===== src/rtl/rv32_decode_stage.sv =====
// Registered RV32I decode stage: instruction + PC in, ALU control, operand selects and immediate out.
// Latency: exactly one clock from instr_in/pc_in to the decoded outputs; no internal buffering.
// Backpressure: stall_in freezes every output register, and upstream must honour the same stall; flush_in wins over stall_in.
//
// Ports:
//   clk, reset_n             clock and asynchronous active-low reset
//   valid_in, instr_in, pc_in   fetched instruction and its address
//   stall_in, flush_in       execute hold request and pipeline kill
//   valid_out, pc_out        live flag and registered PC
//   rs1_out/rs2_out/rd_out   raw register index fields
//   alu_op_out, alu_sub_sra_out, alu_src1_out, alu_src2_out, imm_value_out   ALU control
//   rd_write_out, branch_out, jump_out, mem_read_out, mem_write_out, illegal_out   class flags
module rv32_decode_stage #(
  parameter logic [31:0] RESET_PC_TAG = 32'h0000_0000
) (
  input  logic        clk,
  input  logic        reset_n,
  input  logic        valid_in,
  input  logic [31:0] instr_in,
  input  logic [31:0] pc_in,
  input  logic        stall_in,
  input  logic        flush_in,
  output logic        valid_out,
  output logic [31:0] pc_out,
  output logic [4:0]  rs1_out,
  output logic [4:0]  rs2_out,
  output logic [4:0]  rd_out,
  output logic [2:0]  alu_op_out,
  output logic        alu_sub_sra_out,
  output logic [1:0]  alu_src1_out,
  output logic [1:0]  alu_src2_out,
  output logic [31:0] imm_value_out,
  output logic        rd_write_out,
  output logic        branch_out,
  output logic        jump_out,
  output logic        mem_read_out,
  output logic        mem_write_out,
  output logic        illegal_out
);

  localparam logic [6:0] OPC_LOAD   = 7'b0000011;
  localparam logic [6:0] OPC_OP_IMM = 7'b0010011;
  localparam logic [6:0] OPC_AUIPC  = 7'b0010111;
  localparam logic [6:0] OPC_STORE  = 7'b0100011;
  localparam logic [6:0] OPC_OP     = 7'b0110011;
  localparam logic [6:0] OPC_LUI    = 7'b0110111;
  localparam logic [6:0] OPC_BRANCH = 7'b1100011;
  localparam logic [6:0] OPC_JALR   = 7'b1100111;
  localparam logic [6:0] OPC_JAL    = 7'b1101111;

  localparam logic [2:0] ALU_ADD_SUB = 3'b000;
  localparam logic [2:0] ALU_XOR     = 3'b001;
  localparam logic [2:0] ALU_OR      = 3'b010;
  localparam logic [2:0] ALU_AND     = 3'b011;
  localparam logic [2:0] ALU_SLL     = 3'b100;
  localparam logic [2:0] ALU_SRL_SRA = 3'b101;
  localparam logic [2:0] ALU_SLT     = 3'b110;
  localparam logic [2:0] ALU_SLTU    = 3'b111;

  localparam logic [1:0] SRC1_REG  = 2'b00;
  localparam logic [1:0] SRC1_PC   = 2'b01;
  localparam logic [1:0] SRC1_ZERO = 2'b10;
  localparam logic [1:0] SRC2_REG  = 2'b00;
  localparam logic [1:0] SRC2_IMM  = 2'b01;
  localparam logic [1:0] SRC2_FOUR = 2'b10;

  localparam logic [6:0] F7_ZERO = 7'b0000000;
  localparam logic [6:0] F7_ALT  = 7'b0100000;

  logic [6:0] opcode;
  logic [2:0] funct3;
  logic [6:0] funct7;
  logic [4:0] rd_idx;

  assign opcode = instr_in[6:0];
  assign funct3 = instr_in[14:12];
  assign funct7 = instr_in[31:25];
  assign rd_idx = instr_in[11:7];

  // Immediate formats, all sign-extended from instr[31] except U.
  logic [31:0] imm_i, imm_s, imm_b, imm_u, imm_j;
  assign imm_i = {{20{instr_in[31]}}, instr_in[31:20]};
  assign imm_s = {{20{instr_in[31]}}, instr_in[31:25], instr_in[11:7]};
  assign imm_b = {{19{instr_in[31]}}, instr_in[31], instr_in[7], instr_in[30:25], instr_in[11:8], 1'b0};
  assign imm_u = {instr_in[31:12], 12'b0};
  assign imm_j = {{11{instr_in[31]}}, instr_in[31], instr_in[19:12], instr_in[20], instr_in[30:21], 1'b0};

  function automatic logic [2:0] alu_from_funct3(input logic [2:0] f3);
    logic [2:0] op;
    case (f3)
      3'b000:  op = ALU_ADD_SUB;
      3'b001:  op = ALU_SLL;
      3'b010:  op = ALU_SLT;
      3'b011:  op = ALU_SLTU;
      3'b100:  op = ALU_XOR;
      3'b101:  op = ALU_SRL_SRA;
      3'b110:  op = ALU_OR;
      default: op = ALU_AND;
    endcase
    return op;
  endfunction

  // Next-state decode of the incoming instruction.
  logic [2:0]  d_alu_op;
  logic        d_sub_sra;
  logic [1:0]  d_src1, d_src2;
  logic [31:0] d_imm;
  logic        d_writes_rd, d_branch, d_jump, d_mem_read, d_mem_write, d_illegal;
  logic        n_rd_write, n_branch, n_jump, n_mem_read, n_mem_write, n_illegal;

  always_comb begin
    d_alu_op    = ALU_ADD_SUB;
    d_sub_sra   = 1'b0;
    d_src1      = SRC1_REG;
    d_src2      = SRC2_REG;
    d_imm       = 32'h0;
    d_writes_rd = 1'b0;
    d_branch    = 1'b0;
    d_jump      = 1'b0;
    d_mem_read  = 1'b0;
    d_mem_write = 1'b0;
    d_illegal   = 1'b0;

    case (opcode)
      OPC_OP: begin
        d_alu_op    = alu_from_funct3(funct3);
        d_sub_sra   = (funct3 == 3'b000 || funct3 == 3'b101) && instr_in[30];
        d_writes_rd = 1'b1;
        if (funct7 == F7_ALT)
          d_illegal = !(funct3 == 3'b000 || funct3 == 3'b101);
        else if (funct7 != F7_ZERO)
          d_illegal = 1'b1;
      end
      OPC_OP_IMM: begin
        d_alu_op    = alu_from_funct3(funct3);
        // ADDI has no subtract form; bit 30 only selects SRAI.
        d_sub_sra   = (funct3 == 3'b101) && instr_in[30];
        d_src2      = SRC2_IMM;
        d_imm       = imm_i;
        d_writes_rd = 1'b1;
        if (funct3 == 3'b001)
          d_illegal = (funct7 != F7_ZERO);
        else if (funct3 == 3'b101)
          d_illegal = !(funct7 == F7_ZERO || funct7 == F7_ALT);
      end
      OPC_LUI: begin
        d_src1      = SRC1_ZERO;
        d_src2      = SRC2_IMM;
        d_imm       = imm_u;
        d_writes_rd = 1'b1;
      end
      OPC_AUIPC: begin
        d_src1      = SRC1_PC;
        d_src2      = SRC2_IMM;
        d_imm       = imm_u;
        d_writes_rd = 1'b1;
      end
      OPC_JAL: begin
        // ALU produces the link address PC+4.
        d_src1      = SRC1_PC;
        d_src2      = SRC2_FOUR;
        d_imm       = imm_j;
        d_writes_rd = 1'b1;
        d_jump      = 1'b1;
      end
      OPC_JALR: begin
        d_src1      = SRC1_PC;
        d_src2      = SRC2_FOUR;
        d_imm       = imm_i;
        d_writes_rd = 1'b1;
        d_jump      = 1'b1;
        d_illegal   = (funct3 != 3'b000);
      end
      OPC_BRANCH: begin
        d_src1    = SRC1_PC;
        d_src2    = SRC2_IMM;
        d_imm     = imm_b;
        d_branch  = 1'b1;
        d_illegal = (funct3 == 3'b010 || funct3 == 3'b011);
      end
      OPC_LOAD: begin
        d_src2      = SRC2_IMM;
        d_imm       = imm_i;
        d_writes_rd = 1'b1;
        d_mem_read  = 1'b1;
        d_illegal   = (funct3 == 3'b011 || funct3 == 3'b110 || funct3 == 3'b111);
      end
      OPC_STORE: begin
        d_src2      = SRC2_IMM;
        d_imm       = imm_s;
        d_mem_write = 1'b1;
        d_illegal   = (funct3 >= 3'b011);
      end
      default: d_illegal = 1'b1;
    endcase

    // Compressed / non-32-bit encodings are not supported.
    if (instr_in[1:0] != 2'b11)
      d_illegal = 1'b1;
  end

  // Side-effect flags are suppressed for bubbles and for illegal encodings so
  // a trap never also writes a register or touches memory.
  always_comb begin
    n_illegal   = valid_in && d_illegal;
    n_rd_write  = valid_in && !d_illegal && d_writes_rd && (rd_idx != 5'd0);
    n_branch    = valid_in && !d_illegal && d_branch;
    n_jump      = valid_in && !d_illegal && d_jump;
    n_mem_read  = valid_in && !d_illegal && d_mem_read;
    n_mem_write = valid_in && !d_illegal && d_mem_write;
  end

  always_ff @(posedge clk or negedge reset_n) begin
    if (!reset_n) begin
      valid_out       <= 1'b0;
      pc_out          <= RESET_PC_TAG;
      rs1_out         <= 5'd0;
      rs2_out         <= 5'd0;
      rd_out          <= 5'd0;
      alu_op_out      <= ALU_ADD_SUB;
      alu_sub_sra_out <= 1'b0;
      alu_src1_out    <= SRC1_REG;
      alu_src2_out    <= SRC2_REG;
      imm_value_out   <= 32'h0;
      rd_write_out    <= 1'b0;
      branch_out      <= 1'b0;
      jump_out        <= 1'b0;
      mem_read_out    <= 1'b0;
      mem_write_out   <= 1'b0;
      illegal_out     <= 1'b0;
    end else if (flush_in) begin
      // Only the liveness and side-effect flags matter for a killed slot.
      valid_out     <= 1'b0;
      rd_write_out  <= 1'b0;
      branch_out    <= 1'b0;
      jump_out      <= 1'b0;
      mem_read_out  <= 1'b0;
      mem_write_out <= 1'b0;
      illegal_out   <= 1'b0;
    end else if (!stall_in) begin
      valid_out       <= valid_in;
      pc_out          <= pc_in;
      rs1_out         <= instr_in[19:15];
      rs2_out         <= instr_in[24:20];
      rd_out          <= rd_idx;
      alu_op_out      <= d_alu_op;
      alu_sub_sra_out <= d_sub_sra;
      alu_src1_out    <= d_src1;
      alu_src2_out    <= d_src2;
      imm_value_out   <= d_imm;
      rd_write_out    <= n_rd_write;
      branch_out      <= n_branch;
      jump_out        <= n_jump;
      mem_read_out    <= n_mem_read;
      mem_write_out   <= n_mem_write;
      illegal_out     <= n_illegal;
    end
  end

endmodule


===== config.mk =====
export PLATFORM = sky130hd
export DESIGN_NAME = rv32_decode_stage
export DESIGN_NICKNAME = d
export VERILOG_FILES = /design/src/rtl/rv32_decode_stage.sv
export SDC_FILE = /design/constraint.sdc
export NUM_CORES = 1
export LEC_CHECK = 0
export BUFFER_PORTS_ARGS = -buffer_cell sky130_fd_sc_hd__buf_2
export CORE_ASPECT_RATIO = 1.2
export CORE_UTILIZATION = 48
export CTS_CLUSTER_SIZE = 28
export DETAILED_ROUTE_END_ITERATION = 6
export GPL_ROUTABILITY_DRIVEN = 0
export GPL_TIMING_DRIVEN = 1
export PLACE_DENSITY = 0.91
export SLEW_MARGIN = 20
export SYNTH_ARGS = -nofsm -noshare
export SYNTH_HDL_FRONTEND = slang
export SYNTH_SLANG_ARGS = --single-unit

===== constraint.sdc =====
create_clock -name clk -period 1 [get_ports clk]
set_input_delay 0.15 -clock clk [delete_from_list [all_inputs] [get_ports clk]]
set_output_delay 0.15 -clock clk [all_outputs]
set_load 0.05 [all_outputs]

==> flow_summary.ini <==
[run_status]
status = complete, but fails checks
violations = setup timing

[pwr]
swShare = 0.372
power_frac_clock = 0.241
p_switching_w = 0.00381
p_comb_frac = 0.335
p_int_w = 0.00644
peakVddDrop_uv = 969
seq_power_share = 0.423
power_density_nw_per_um2 = 1370
p_leak_nw = 3.86

[synthesis]
syn_inst = 445
ys_seq_elements = 94
async_flop_share = 1.00
synth_top_family_by_area = simple AND/OR/NAND/NOR gates
synth_fa_ha_area_frac = 0
synthesis.nets = 514
synth_xor_area_frac = 0.00218
yosysSeqAreaShare = 0.585
synth_compound_area_frac = 0.141
synthFlopType = dfrtp_1
synth.area.mux_share = 0.00778
synth_edf_count = 0
synth_cell_types = 43
syn_area_um2 = 4020
synth-warning-count = 0
avgSynthCellArea_um2 = 9.04
yosys.area_share.simple = 0.237

[final_layout]
design_area_um2 = 7470
final_nets = 826
area_growth_pct = 85.6
drive_gt1_frac = 0.486
final_common_cell = nand2_1
most-common-layout-cells = 171 x nand2_1, 114 x buf_6, 114 x buf_4, 94 x dfrtp_1, 58 x buf_2

[critical_path]
max_stage_delay_ns = 0.53
crit_type = in2reg
end_kind = flip-flop
cp.required_ns = 1.30
cp-start-kind = primary input
crit_arrival_ns = 2.02
worstPathMaxFanout = 4
critical-path-top-delay-family = simple AND/OR/NAND/NOR gates
worstPathCellList = buf_6 -> or4_4 -> or4_4 -> a21oi_2 -> a311o_2 -> and4_4 -> a32o_2
crit_path_top_delay_cell = or4_4
crit_top_cell = or4_4
path_buf_inv = 1

[timing]
setup_slack_ns = -0.724
finalCriticalPeriod_ns = 1.72
fin_crit_sh = 1.72
final_max_slew_viol_count = 0
worst_pin_slew_ns = 0.411
clock.fmax_mhz = 580
final.setup_skew_ns = 0
slew_headroom = 0.726
hold_viol = 0
rsz0062_at_grt = yes
setup_viol = 136

[clocking]
h-tree-depth = 3
ctsLongestPathBuffers = 2
clk_pin_slew_ns = 0.10
cts_tree = built
clock_latency_ns = 0.38
tritoncts.num_buffers = 9
cts-root-buf = clkbuf_8
clock-sinks = 94

[die]
fp-row-count = 36
core_um2 = 8110
die_h_um = 102
die-area_um2 = 8750
ios = 163
die_width_um = 85.6
initial_utilization = 0.496

[drt]
drt-total-wl_mm = 21.7
wire_per_inst_um = 25.4
via_per_inst = 6.30
drt-initial-drc-count = 522
drc_errors = 0
vias = 5400
antenna_left = 0
drt_pass1_iterations = 6

[placed_design]
hpwl_mm = 9.04
dp_slack_ns = -1.07
io_buffers = 162
placed_area_um2 = 5400

[global_routing]
grt_max_degree = 49
overflow = 0
grt.total_usage = 0.387
antenna_found_initial = 1
grt_pass1_wl_mm = 25.3
first_global_vias = 4939

[min_path]
hold_class = in2reg

[job]
drv_cap = 0
synthesized netlist by cell type, types with 2 or more instances:
master | number | share of area
o21a_1 | 2 | 0.0037
buf_1 | 2 | 0.0019
and2_1 | 4 | 0.0062
nand2_1 | 176 | 0.16
clkbuf_1 | 24 | 0.022
a21oi_1 | 24 | 0.030
nor2_1 | 20 | 0.019
a32o_1 | 3 | 0.0075
or4_1 | 3 | 0.0056
o31ai_1 | 3 | 0.0056
dfrtp_1 | 94 | 0.58
inv_1 | 2 | 0.0019
a221oi_1 | 4 | 0.0087
a22o_1 | 10 | 0.022
a31oi_1 | 2 | 0.0031
a22oi_1 | 2 | 0.0037
or2_2 | 3 | 0.0047
mux2i_1 | 2 | 0.0050
o21ai_0 | 33 | 0.041
nor2b_1 | 7 | 0.011
nand3_1 | 3 | 0.0037
state kept, by name, indices dropped and copies added (netlist names):
name,count
alu_src1_out,2
pc_out,32
rs1_out,5
branch_out,1
valid_out,1
rd_write_out,1
illegal_out,1
mem_read_out,1
alu_op_out,3
alu_src2_out,2
imm_value_out,32
mem_write_out,1
rd_out,5
rs2_out,5
alu_sub_sra_out,1
jump_out,1
logic make-up (layout without fill, tap and decap cells):
| group | after synthesis | in the layout |
|---|---|---|
| AND/OR/NAND/NOR | 228 | 228 |
| AO/OA/AOI/OAI | 90 | 90 |
| flip-flops | 94 | 94 |
| other | 0 | 1 |
| buffers and inverters | 29 | 345 |
| multiplexers | 3 | 3 |
| XOR/XNOR | 1 | 1 |
power groups by stage:
stage / clock network [W] / registers, W / logic [W]
after floorplan: 0 / 0.00527 / 0.000467
after global placement: 0 / 0.00427 / 0.00222
after detailed placement: 0 / 0.00428 / 0.00229
after CTS: 0.00232 / 0.00428 / 0.00287
after global routing: 0.00264 / 0.00435 / 0.00355
final: 0.00247 / 0.00434 / 0.00344
per-layer routing:
metal | routed length, um | track usage | vias up | part of all wire
met5 | 11 | 0 | - | 0.00051
met4 | 2150 | 0.237 | 2 | 0.099
met3 | 2340 | 0.109 | 217 | 0.11
met2 | 10400 | 0.668 | 573 | 0.48
met1 | 6860 | 0.425 | 2504 | 0.32
li1 | - | - | 2104 | -
worst min-delay path, stage by stage:
cell	delay (ns)
buf_2	0.11
nand2_1	0.05
nand2_1	0.06
timing repair:
action | CTS | global route
pin swaps | 25 | 23
setup endpoints to repair | 132 | 132
resized for setup | 261 | 34
gates cloned | 0 | 0
hold buffers | 33 | 0
buffers inserted | 27 | 53
endpoints found under the hold margin | 126 | 0
through the flow:
stage	util	hold WS (ns)	std cells	setup TNS, ns	total power, W
after floorplan	-	-0.146	445	-16.90	0.00574
after CTS	0.851	0.00411	803	-14.23	0.00948
final	0.921	0.0375	857	-18.96	0.0102
after global routing	0.921	0.0193	856	-21.56	0.0105
after global placement	0.666	0.0270	729	-34.03	0.00649
after detailed placement	0.666	0.0331	729	-36.91	0.00657
path summary, 6_finish.rpt:
check                                       start  slack, ns  cells after the start                           end
min in group asynchronous                 reset_n       0.19                      2        pc_out[15]$_DFFE_PN0P_
setup reg to reg            pc_out[1]$_DFFE_PN0P_      -0.06                      4         pc_out[1]$_DFFE_PN0P_
setup / recovery                     instr_in[31]      -0.72                      7          jump_out$_DFFE_PN0P_
hold reg to reg            pc_out[28]$_DFFE_PN0P_       0.51                      2        pc_out[28]$_DFFE_PN0P_
max in group asynchronous                 reset_n       0.26                      3  imm_value_out[6]$_DFFE_PN0P_
hold / removal                       instr_in[17]       0.04                      3        rs1_out[2]$_DFFE_PN0P_
area by class of cell:
cell class / count / area (um2)
Inverter: 2 / 7.51
Tap cell: 95 / 119
Timing Repair Buffer: 328 / 2930
Sequential cell: 94 / 2350
Fill cell: 258 / 641
Antenna cell: 1 / 2.50
Clock buffer: 12 / 155
Clock inverter: 3 / 20.0
Multi-Input combinational cell: 322 / 1890
Note: power is estimated with default switching activity, not from simulation.
